==> config.mk <==
export PLATFORM = sky130hd
export DESIGN_NAME = gelato_warp_scheduler
export DESIGN_NICKNAME = d
export VERILOG_FILES = /design/src/rtl/gelato_warp_scheduler.sv
export SDC_FILE = /design/constraint.sdc
export NUM_CORES = 1
export LEC_CHECK = 0
export ABC_AREA = 1
export CORE_MARGIN = 4
export CORE_UTILIZATION = 65
export CTS_BUF_LIST = sky130_fd_sc_hd__clkbuf_2
export DETAILED_ROUTE_END_ITERATION = 16
export DONT_BUFFER_PORTS = 1
export PLACE_DENSITY = 0.85
export SLEW_MARGIN = 20
export SYNTH_ARGS = -nofsm -noshare
export SYNTH_HDL_FRONTEND = slang
export SYNTH_SLANG_ARGS = --single-unit
==> constraint.sdc <==
create_clock -name clk -period 3.8 [get_ports clk]
set_input_delay 0.76 -clock clk [delete_from_list [all_inputs] [get_ports clk]]
set_output_delay 0.76 -clock clk [all_outputs]
set_load 0.02 [all_outputs]
==> src/rtl/gelato_warp_scheduler.sv <==
// Round-robin warp issue scheduler: picks one eligible warp per cycle, pops its
// instruction buffer and holds the instruction in a valid/ready output register.

module gelato_warp_elig (
    input  logic active_i,
    input  logic stall_i,
    input  logic empty_i,
    input  logic popped_i,
    output logic elig_o
);
    assign elig_o = active_i & ~stall_i & ~empty_i & ~popped_i;
endmodule

module gelato_warp_scheduler #(
    parameter int NUM_WARPS = 4,
    parameter int WARP_ID_W = $clog2(NUM_WARPS),
    parameter int INST_W    = 32
) (
    input  logic                        clk,
    input  logic                        rst_n,
    input  logic                        rdy_i,
    input  logic                        flush_i,
    input  logic [NUM_WARPS-1:0]        warp_active_i,
    input  logic [NUM_WARPS-1:0]        warp_stall_i,
    input  logic [NUM_WARPS-1:0]        buf_empty_i,
    input  logic [NUM_WARPS*INST_W-1:0] buf_tail_data_i,
    output logic [NUM_WARPS-1:0]        buf_pop_o,
    output logic                        issue_valid_o,
    output logic [WARP_ID_W-1:0]        issue_warp_id_o,
    output logic [INST_W-1:0]           issue_inst_o,
    input  logic                        issue_ready_i
);
    typedef struct packed {
        logic [WARP_ID_W-1:0] wid;
        logic [INST_W-1:0]    inst;
    } issue_t;

    issue_t               issue_q, issue_d;
    logic                 valid_q, valid_d;
    logic [WARP_ID_W-1:0] rr_q, rr_d;
    logic [NUM_WARPS-1:0] popped_q, popped_d;

    logic [NUM_WARPS-1:0] elig;
    logic [WARP_ID_W-1:0] win;
    logic                 found;
    logic                 slot_free;
    logic                 grant;
    logic [NUM_WARPS-1:0] pop_vec;

    // popped_q masks the previous winner while its buffer updates empty/tail
    gelato_warp_elig u_elig [NUM_WARPS-1:0] (
        .active_i (warp_active_i),
        .stall_i  (warp_stall_i),
        .empty_i  (buf_empty_i),
        .popped_i (popped_q),
        .elig_o   (elig)
    );

    // Scan rr_q+1 .. rr_q+NUM_WARPS; the truncated add gives the modulo wrap
    always_comb begin
        logic [WARP_ID_W-1:0] idx;
        win   = '0;
        found = 1'b0;
        idx   = '0;
        for (int i = 1; i <= NUM_WARPS; i++) begin
            idx = rr_q + WARP_ID_W'(i);
            if (!found && elig[idx]) begin
                found = 1'b1;
                win   = idx;
            end
        end
    end

    assign slot_free = !valid_q || issue_ready_i;
    assign grant     = rdy_i && !flush_i && slot_free && found;
    assign pop_vec   = grant ? (NUM_WARPS'(1) << win) : '0;
    assign buf_pop_o = rst_n ? pop_vec : '0;

    always_comb begin
        issue_d  = issue_q;
        valid_d  = valid_q;
        rr_d     = rr_q;
        popped_d = popped_q;
        if (rdy_i) begin
            if (flush_i) begin
                valid_d  = 1'b0;
                popped_d = '0;
            end else if (grant) begin
                issue_d.wid  = win;
                issue_d.inst = buf_tail_data_i[win*INST_W +: INST_W];
                valid_d      = 1'b1;
                rr_d         = win;
                popped_d     = pop_vec;
            end else begin
                popped_d = '0;
                if (valid_q && issue_ready_i) valid_d = 1'b0;
            end
        end
    end

    always_ff @(posedge clk or negedge rst_n) begin
        if (!rst_n) begin
            issue_q  <= '0;
            valid_q  <= 1'b0;
            rr_q     <= WARP_ID_W'(NUM_WARPS - 1);
            popped_q <= '0;
        end else begin
            issue_q  <= issue_d;
            valid_q  <= valid_d;
            rr_q     <= rr_d;
            popped_q <= popped_d;
        end
    end

    assign issue_valid_o   = valid_q;
    assign issue_warp_id_o = issue_q.wid;
    assign issue_inst_o    = issue_q.inst;
endmodule

# Word level (Yosys, flattened, before mapping)
# Index checks and enable logic that the tools add are counted.
[op_classes]
add_sub_neg = 3
n_lt_le_gt_ge = 4
n_shift = 2
muxes = 23
bitwise_logic = 25
n_reduce_logical = 16
[op_table]
columns = ["cell", "count"]
rows = [
  ["variable part select 128 x 8 -> 32 bit", 1],
  ["2-to-1 mux 4 bit", 4],
  ["NOT 1 bit", 13],
  ["AND 1 bit", 12],
  ["< comparator 2 x 3 -> 1 bit (second input constant)", 4],
  ["2-to-1 mux 1 bit", 11],
  ["binary-select mux 1 bit (select 2 bit)", 4],
  ["2-to-1 mux 2 bit", 4],
  ["logical AND 1 bit", 7],
  ["logical NOT 1 bit", 5],
  ["adder 2 bit (second input constant)", 2],
  ["<< shifter 1 x 2 -> 4 bit (first input constant)", 1],
  ["AND reduction 3 bit", 1],
  ["nonzero test 3 bit", 1],
  ["adder 2 x 1 -> 2 bit (second input constant)", 1],
  ["AND reduction 2 bit", 1],
  ["logical OR 1 bit", 1],
]
[totals]
ff_bits = 41
out_inout_bits = 39
word_cells = 78

# Logic depth before layout (Yosys ltp)
# Gate-level depths: netlist (run 1).
[logic_depth]
depth_word = 20
mapped_depth = 16
ltp_nobuf = 14

# By module
# Synthesis (run 1) repeated with hierarchy kept, for this count alone.
[unflattened]
hier_cells = 571
area_unflattened_um2 = 3305.7
[by_module_without_submodules]
columns = ["mod", "n_inst", "cells_each", "area_each_um2", "seq_area_each_um2"]
rows = [
  ["gelato_warp_scheduler", 1, 547, 3215.6, 1028.5],
  ["gelato_warp_elig", 4, 6, 22.5, 0.0],
]

# Least setup slack after synthesis (run 1)
# No wires, ideal clock.
[synth_path]
path_kind = "input-to-output"
from = "input port warp_stall_i[1]"
to = "output port buf_pop_o[2]"
arrival_ns = 2.124
required_ns = 3.040
slack_ns = 0.916
stages = 10
path_cell_list = "nor2_1 nand3_1 nand3_1 nand2_1 nand2_1 nand2_1 nand2_1 nand2_2 buf_2 nor3_1"
[synth_via]
elab_chain_cells = 19
elab_cells_between_ends = 30
cone_classes = "shift: 1; mux: 18; bitwise: 4; reduce/logical: 7"
[synth_rtl]
columns = ["element", "line_no", "source"]
rows = [
  ["start, declared", "24", "input logic [NUM_WARPS-1:0] warp_stall_i,"],
  ["NOT 1 bit *", "11", "assign elig_o = active_i & ~stall_i & ~empty_i & ~popped_i;"],
  ["AND 1 bit * (3 in a row)", "11", ""],
  ["binary-select mux 1 bit (select 2 bit)", "67", "if (!found && elig[idx]) begin"],
  ["2-to-1 mux 1 bit (not written as such)", "67", ""],
  ["2-to-1 mux 1 bit", "67", ""],
  ["logical NOT 1 bit", "67", ""],
  ["logical AND 1 bit", "67", ""],
  ["2-to-1 mux 1 bit", "67", ""],
  ["logical NOT 1 bit", "67", ""],
  ["logical AND 1 bit", "67", ""],
  ["2-to-1 mux 1 bit", "67", ""],
  ["logical NOT 1 bit", "67", ""],
  ["logical AND 1 bit", "67", ""],
  ["2-to-1 mux 2 bit / 2-to-1 mux 1 bit (equally long branches)", "67", ""],
  ["<< shifter 1 x 2 -> 4 bit / logical AND 1 bit (equally long branches)", "76, 75", ""],
  ["2-to-1 mux 4 bit *", "76", "assign pop_vec = grant ? (NUM_WARPS'(1) << win) : '0;"],
  ["2-to-1 mux 4 bit *", "77", "assign buf_pop_o = rst_n ? pop_vec : '0;"],
  ["end, declared", "27", "output logic [NUM_WARPS-1:0] buf_pop_o,"],
]
# Mark *: on every way between the ends. The rest lies on a longest branch, timed or not. The select of a mux whose other input is x is not followed.

# Worst setup path in the final report (run 1)
[layout_path]
from = "register rr_q[0]"
to = "output port buf_pop_o[0]"
[layout_via]
elab_chain_cells = 16
elab_cells_between_ends = 29
cone_classes = "add/sub: 3; shift: 1; mux: 18; reduce/logical: 7"
[layout_rtl]
columns = ["element", "line_no", "source"]
rows = [
  ["start, declared", "40", "logic [WARP_ID_W-1:0] rr_q, rr_d;"],
  ["start signal, assigned", "105", "rr_q <= WARP_ID_W'(NUM_WARPS - 1);"],
  ["start signal, assigned", "110", "rr_q <= rr_d;"],
  ["adder 2 x 1 -> 2 bit", "66", "idx = rr_q + WARP_ID_W'(i);"],
  ["binary-select mux 1 bit (select 2 bit)", "67", ""],
  ["2-to-1 mux 1 bit (not written as such)", "67", ""],
  ["2-to-1 mux 1 bit", "67", ""],
  ["logical NOT 1 bit", "67", ""],
  ["logical AND 1 bit", "67", ""],
  ["2-to-1 mux 1 bit", "67", ""],
  ["logical NOT 1 bit", "67", ""],
  ["logical AND 1 bit", "67", ""],
  ["2-to-1 mux 1 bit", "67", ""],
  ["logical NOT 1 bit", "67", ""],
  ["logical AND 1 bit", "67", ""],
  ["2-to-1 mux 2 bit / 2-to-1 mux 1 bit (equally long branches)", "67", ""],
  ["<< shifter 1 x 2 -> 4 bit / logical AND 1 bit (equally long branches)", "76, 75", ""],
  ["2-to-1 mux 4 bit *", "76", ""],
  ["2-to-1 mux 4 bit *", "77", ""],
]
# Marks and branches as above.

==> results of run 1 <==
==> cells in the final DEF, fill, tap and decap left out <==
cell,count
buf_12,1
nand2_2,6
o22ai_1,1
dfstp_2,2
xnor2_2,1
nand2_1,252
nand3_2,3
nor2_2,1
o21ai_0,6
bufinv_16,1
nand4_1,4
a21boi_1,1
nor2_1,13
clkbuf_2,6
inv_2,3
inv_1,14
nor2_4,1
nor3b_1,1
nand3_1,108
buf_4,12
dfrtp_1,39
nor3_1,1
dlygate4sd3_1,1
clkinv_1,1
xor2_1,1
==> metrics by stage <==
step | setup slack, ps | utilization (%)
3_5_place_dp | 808.0 | 67.38
5_1_grt | 208.1 | 69.50
2_1_floorplan | 916.1 | -
4_1_cts | 500.1 | 69.05
3_3_place_gp | 850.5 | 67.38
6_report | 491.8 | 69.50
==> worst paths after layout <==
| path | start | endpoint | slack [ps] | cells past startpoint |
|---|---|---|---|---|
| worst max-delay path | rr_q[0]$_DFFE_PN1P_ | buf_pop_o[0] | 490 | 12 |
| worst min-delay path | rst_n | issue_inst_o[4]$_DFFE_PN0P_ | 140 | 1 |
| worst max register to register | rr_q[0]$_DFFE_PN1P_ | issue_inst_o[0]$_DFFE_PN0P_ | 1330 | 11 |
| worst min register to register | popped_q[0]$_DFFE_PN0P_ | popped_q[0]$_DFFE_PN0P_ | 560 | 2 |
| max in group asynchronous | rst_n | issue_inst_o[20]$_DFFE_PN0P_ | 2680 | 1 |
| min in group clk | rdy_i | popped_q[1]$_DFFE_PN0P_ | 430 | 1 |
==> kinds of logic (layout without fill, tap and decap cells) <==
group,count (synthesis),in the layout,synth area share [%]
xor gates and xnor gates,2,2,0.8294
AOI/OAI and AO/OA,8,8,1.451
DFF,41,41,34.08
buffers and inverters,49,39,8.789
and+or+nand+nor,390,390,54.85
==> power by group through the flow <==
stage	Sequential [mW]	Combinational, mW	Clock [mW]
after floorplan	0.927	1.35	0
after global placement	1.02	1.45	0
after detailed placement	1.01	1.50	0
after CTS	1.01	1.50	0.256
after global routing	1.02	1.77	0.278
final	1.01	1.50	0.257
==> layer usage <==
| layer | routed length (um) | GRT usage [%] |
|---|---|---|
| met5 | 0 | 0 |
| met3 | 736 | 7.683 |
| met1 | 3175 | 35.98 |
| met4 | 155 | 8.916 |
| met2 | 4196 | 44.61 |
==> critical path: cells and delay by family (launching register included) <==
family | cells | cell delay (ps)
flip-flops | 1 | 720
AND/OR/NAND/NOR | 9 | 820
buffers and inverters | 3 | 590
==> layout make-up <==
class / count / area, um^2
multi-input cells: 400 / 1727
fillers: 398 / 1346
flip-flops and latches: 41 / 1028
repair buffers: 14 / 120.1
well taps: 52 / 65.06
inverters: 17 / 63.81
clock inverters: 2 / 33.78
clock buffers: 6 / 30.03
==> state kept, by name (all words and copies together) (netlist names) <==
register,cells
issue_inst_o,32
popped_q,4
issue_warp_id_o,2
rr_q,2
issue_valid_o,1
==> impl_metrics.yaml, run 1 <==
sta:
  timing.fmax_ghz: 0.3023
  hold_viol_final: 0
  fin_worst_skew_ps: 19.71
  fin_hold_ws_ps: 144.4
  rsz0062_at_grt: "false"
  drv_slew: 0
  tightest_slew_ps: 578.6
  fin_crit_ps: 3308
  timing.slew.headroom_pct: 61.30
  setup_tns_ps: 0
  finalCritPeriodShare_pct: 87.06
  final-setup-viol-count: 0
clock_tree:
  cts.repair.resized: 0
  cts_buffers: 5
  cts_sinks: 41
  postCtsSetupBuffers: 0
  htreeDepth: 2
  insertion_delay_ps: 400
  hold_buffers: 1
  clk_pin_slew_ps: 200
  cts_tree: "yes"
  max-clock-path-buffers: 2
  ctsRootBufferMaster: "clkbuf_2"
yosys:
  syn_area_um2: 3018
  ys_warn_count: 0
  synth_top_area_share_pct: 32.34
  synth_seq_area_share_pct: 34.08
  synth-main-ff-cell: "dfrtp_1"
  synth_fp_nets: 635
  synth.area.top_cells: "dfrtp_1 (32%), nand2_1 (31%), nand3_1 (18%), buf_2 (3.3%), buf_6 (2.2%)"
  synth_edf_count: 0
  ys_ff_latch: 41
  yosysMostFrequentCell: "nand2_1"
  synth_largest_area_cell: "dfrtp_1"
  synth_cell_types: 23
  synth_commonest_cells: "nand2_1 (253), nand3_1 (108), dfrtp_1 (39)"
  postSynthCellCount: 490
  syn_area_per_cell_um2: 6.159
  async_flop_share_pct: 100.0
layout:
  final_nets: 624
  synthToLayoutAreaGrowth_pct: 1.658
  num_antenna_cells: 0
  layout-drive-gt1-share_pct: 7.708
  layout.cells.non_filler: 532
  finalInstanceArea_um2: 3068
worst_setup_path:
  path_cells: "inv_2, nand3_1, nand2_1, nand2_1, nand2_1, nand2_1, nand2_1, nand2_2, buf_4, nand3_1, nor2_1, buf_4"
  crit_slowest_cell: "dfstp_2"
  path_class: "reg2out"
  arrival_ps: 2550
  critPathMostFrequentCell: "nand2_1"
  critPathLaunchType: "flop"
  required_ps: 3040
  path_max_fanout: 33
  critPathMaxStageDelay_ps: 720
  setup.worst_path.end_class: "output port"
placed_design:
  numPlacedInstances: 522
  hpwl_mm: 6.150
  dpl_cell_area_um2: 2974
  io_buffers: 0
  gp_congestion: 0.8742
drt:
  vias_per_cell: 5.720
  drc_errors: 0
  ant_nets: 0
  drt-total-wl_mm: 8.263
  wire_per_inst_um: 15.53
  via_count: 3043
  first_pass_iters: 5
  drt-initial-drc-count: 206
pwr:
  seqPwrFrac_pct: 36.4
  internal_power_mw: 1.249
  clkPwrFrac_pct: 9.3
  ir_drop_uv: 565.8
  p_sw_mw: 1.510
  finalPower_mw: 2.759
  comb_power_share_pct: 54.3
  p_per_area_nw_per_um2: 899.4
  swShare_pct: 54.73
  p_leak_nw: 1.702
global_routing:
  grt_start_max_net_pins: 35
  grt_pass1_vias: 2810
  track_usage_pct: 27.69
  grt-ovfl-total: 0
  grt_pass1_wl_mm: 13.47
  antenna_found_initial: 0
die:
  rows: 24
  die_width_um: 76.14
  start_util_pct: 68.37
  io_pins: 184
  core-area_um2: 4414
  die_h_um: 76.14
  die_area_um2: 5797
run:
  drv_cap: 0
status:
  status: "complete, no violations"
min_path:
  holdCritPathClass: "in2async"
No activity file was read; power rests on OpenSTA's default activity.
==> run 2: changes to the inputs <==
--- a/config.mk
+++ b/config.mk
@@ -7,12 +7,10 @@
 export LEC_CHECK = 0
 export ABC_AREA = 1
 export CORE_MARGIN = 4
-export CORE_UTILIZATION = 65
+export CORE_UTILIZATION = 49
 export CTS_BUF_LIST = sky130_fd_sc_hd__clkbuf_2
 export DETAILED_ROUTE_END_ITERATION = 16
 export DONT_BUFFER_PORTS = 1
-export PLACE_DENSITY = 0.85
-export SLEW_MARGIN = 20
 export SYNTH_ARGS = -nofsm -noshare
 export SYNTH_HDL_FRONTEND = slang
 export SYNTH_SLANG_ARGS = --single-unit
==> impl_metrics.yaml, run 2 (synthesized netlist as in run 1, its figures left out) <==
clock_tree:
  insertion_delay_ps: 390
  postCtsSetupBuffers: 0
  clk_pin_slew_ps: 200
  cts_sinks: 41
  htreeDepth: 2
  ctsRootBufferMaster: "clkbuf_2"
  cts_buffers: 5
  cts_tree: "yes"
  max-clock-path-buffers: 2
layout:
  final-seq-area_um2: 1028
  layout_common_cells: "nand2_1 (252), nand3_1 (108), dfrtp_1 (39), inv_1 (14), nor2_1 (13)"
  final_common_cell: "nand2_1"
  synthToLayoutAreaGrowth_pct: 2.156
  finalInstanceArea_um2: 3083
  largest_reg_flops: 32
  num_antenna_cells: 0
  multi_input_area_um2: 1727
  post-route-util_pct: 51.76
  layout-drive-gt1-share_pct: 7.900
  final_nets: 625
  fill_cells: 629
global_routing:
  antenna_found_initial: 0
  top_usage_layer: "met2"
  grt_pass1_wl_mm: 13.72
  grt-ovfl-total: 0
  track_usage_pct: 23.00
  grt_pass1_vias: 2896
  use_met2_pct: 37.41
  use_met3_pct: 5.418
  grt_start_max_net_pins: 37
  grt_use_met1_pct: 30.45
drt:
  drt-total-wl_mm: 8.554
  drt-initial-drc-count: 142
  ant_nets: 0
  drc_errors: 0
  vias_per_cell: 5.439
  via_count: 3024
  first_pass_iters: 4
  wire_per_inst_um: 15.38
sta:
  finalCritPeriodShare_pct: 85.90
  fin_worst_skew_ps: 22.75
  timing.fmax_ghz: 0.3064
  tightest_slew_ps: 558.7
  timing.slew.headroom_pct: 62.70
  drv_slew: 0
  worst_slack_ps: 535.9
  final-setup-viol-count: 0
  fin_crit_ps: 3264
  rsz0062_at_grt: "false"
  hold_viol_final: 0
  setup_tns_ps: 0
worst_setup_path:
  critPathLaunchType: "flop"
  path_max_fanout: 21
  path_class: "reg2out"
  critPathBufInv: 3
  crit_slowest_cell: "dfstp_2"
  cpLargestDelayFamily: "simple AND/OR/NAND/NOR gates"
  arrival_ps: 2500
  critPathMaxStageDelay_ps: 710
  setup.worst_path.end_class: "output port"
  required_ps: 3040
  path_cells: "inv_2, nand3_1, nand3_1, nand2_1, nand4_1, nand2_2, inv_2, nand2_2, nor3_1, buf_4"
placed_design:
  hpwl_mm: 6.484
  dpl_cell_area_um2: 3003
  gp_congestion: 0.8720
  io_buffers: 0
  post-place-ws_ps: 685.0
pwr:
  p_per_area_nw_per_um2: 875.8
  p_leak_nw: 1.699
  finalPower_mw: 2.700
  ir_drop_uv: 550.5
run:
  drv_cap: 0
status:
  status: "complete, no violations"
die:
  rows: 28
  die_area_um2: 7479
  io_pins: 184
  die_h_um: 86.48
  start_util_pct: 50.67
  core-area_um2: 5956
  die_width_um: 86.48
min_path:
  holdCritPathClass: "in2async"
[run 2: changes by cell type in the layout (fill, tap and decap cells not counted), sizes merged]
cell,change
dlygate4sd3,+1
clkinv,+1
bufinv,-1
[run 2: worst reg2reg max path: cells and delay by family, from the launching register on]
family,cells,cell delay (ps)
buffers and inverters,3,470
DFF,1,710
and+or+nand+nor,8,1240
[run 2: final cells by class]
cell class	count	area share [%]
Multi-Input combinational cell	400	56.01
Sequential cell	41	33.36
Timing Repair Buffer	15	4.221
Tap cell	75	3.044
Inverter	17	2.070
Clock buffer	6	0.9740
Clock inverter	2	0.3247
[run 2: where the power goes]
group	internal [mW]	switching, mW	leakage (nW)
sequential	0.626	0.381	0.520
clock	0.0463	0.136	0.0327
combinational	0.512	1.00	1.15
[run 2: repair_timing]
item	4_1_cts	5_1_grt
hold buffers	2	1
endpoints found under the hold margin	12	23
gates resized for setup	0	0
[run 2: layer usage]
metal  wire length (um)  part of all wire (%)
met4                135                   1.6
met5                  0                     0
met3                767                   9.0
met1               3553                    42
met2               4097                    48
[run 2: stage by stage]
stage / hold WS, ps / cells
2_1_floorplan: 464.4 / 490
3_3_place_gp: 467.0 / 545
3_5_place_dp: 467.0 / 545
4_1_cts: 0.3730 / 555
5_1_grt: 86.43 / 556
6_report: 154.1 / 556
[run 2: final timing paths]
check,from,end,slack (ps),cells past startpoint
min in group clk,rdy_i,popped_q[0]$_DFFE_PN0P_,460,1
hold / removal,rst_n,issue_inst_o[23]$_DFFE_PN0P_,150,1
hold reg to reg,popped_q[0]$_DFFE_PN0P_,popped_q[0]$_DFFE_PN0P_,560,2
setup reg to reg,rr_q[0]$_DFFE_PN1P_,issue_inst_o[2]$_DFFE_PN0P_,1310,11
setup / recovery,rr_q[0]$_DFFE_PN1P_,buf_pop_o[2],540,10
max in group asynchronous,rst_n,issue_inst_o[1]$_DFFE_PN0P_,2690,1
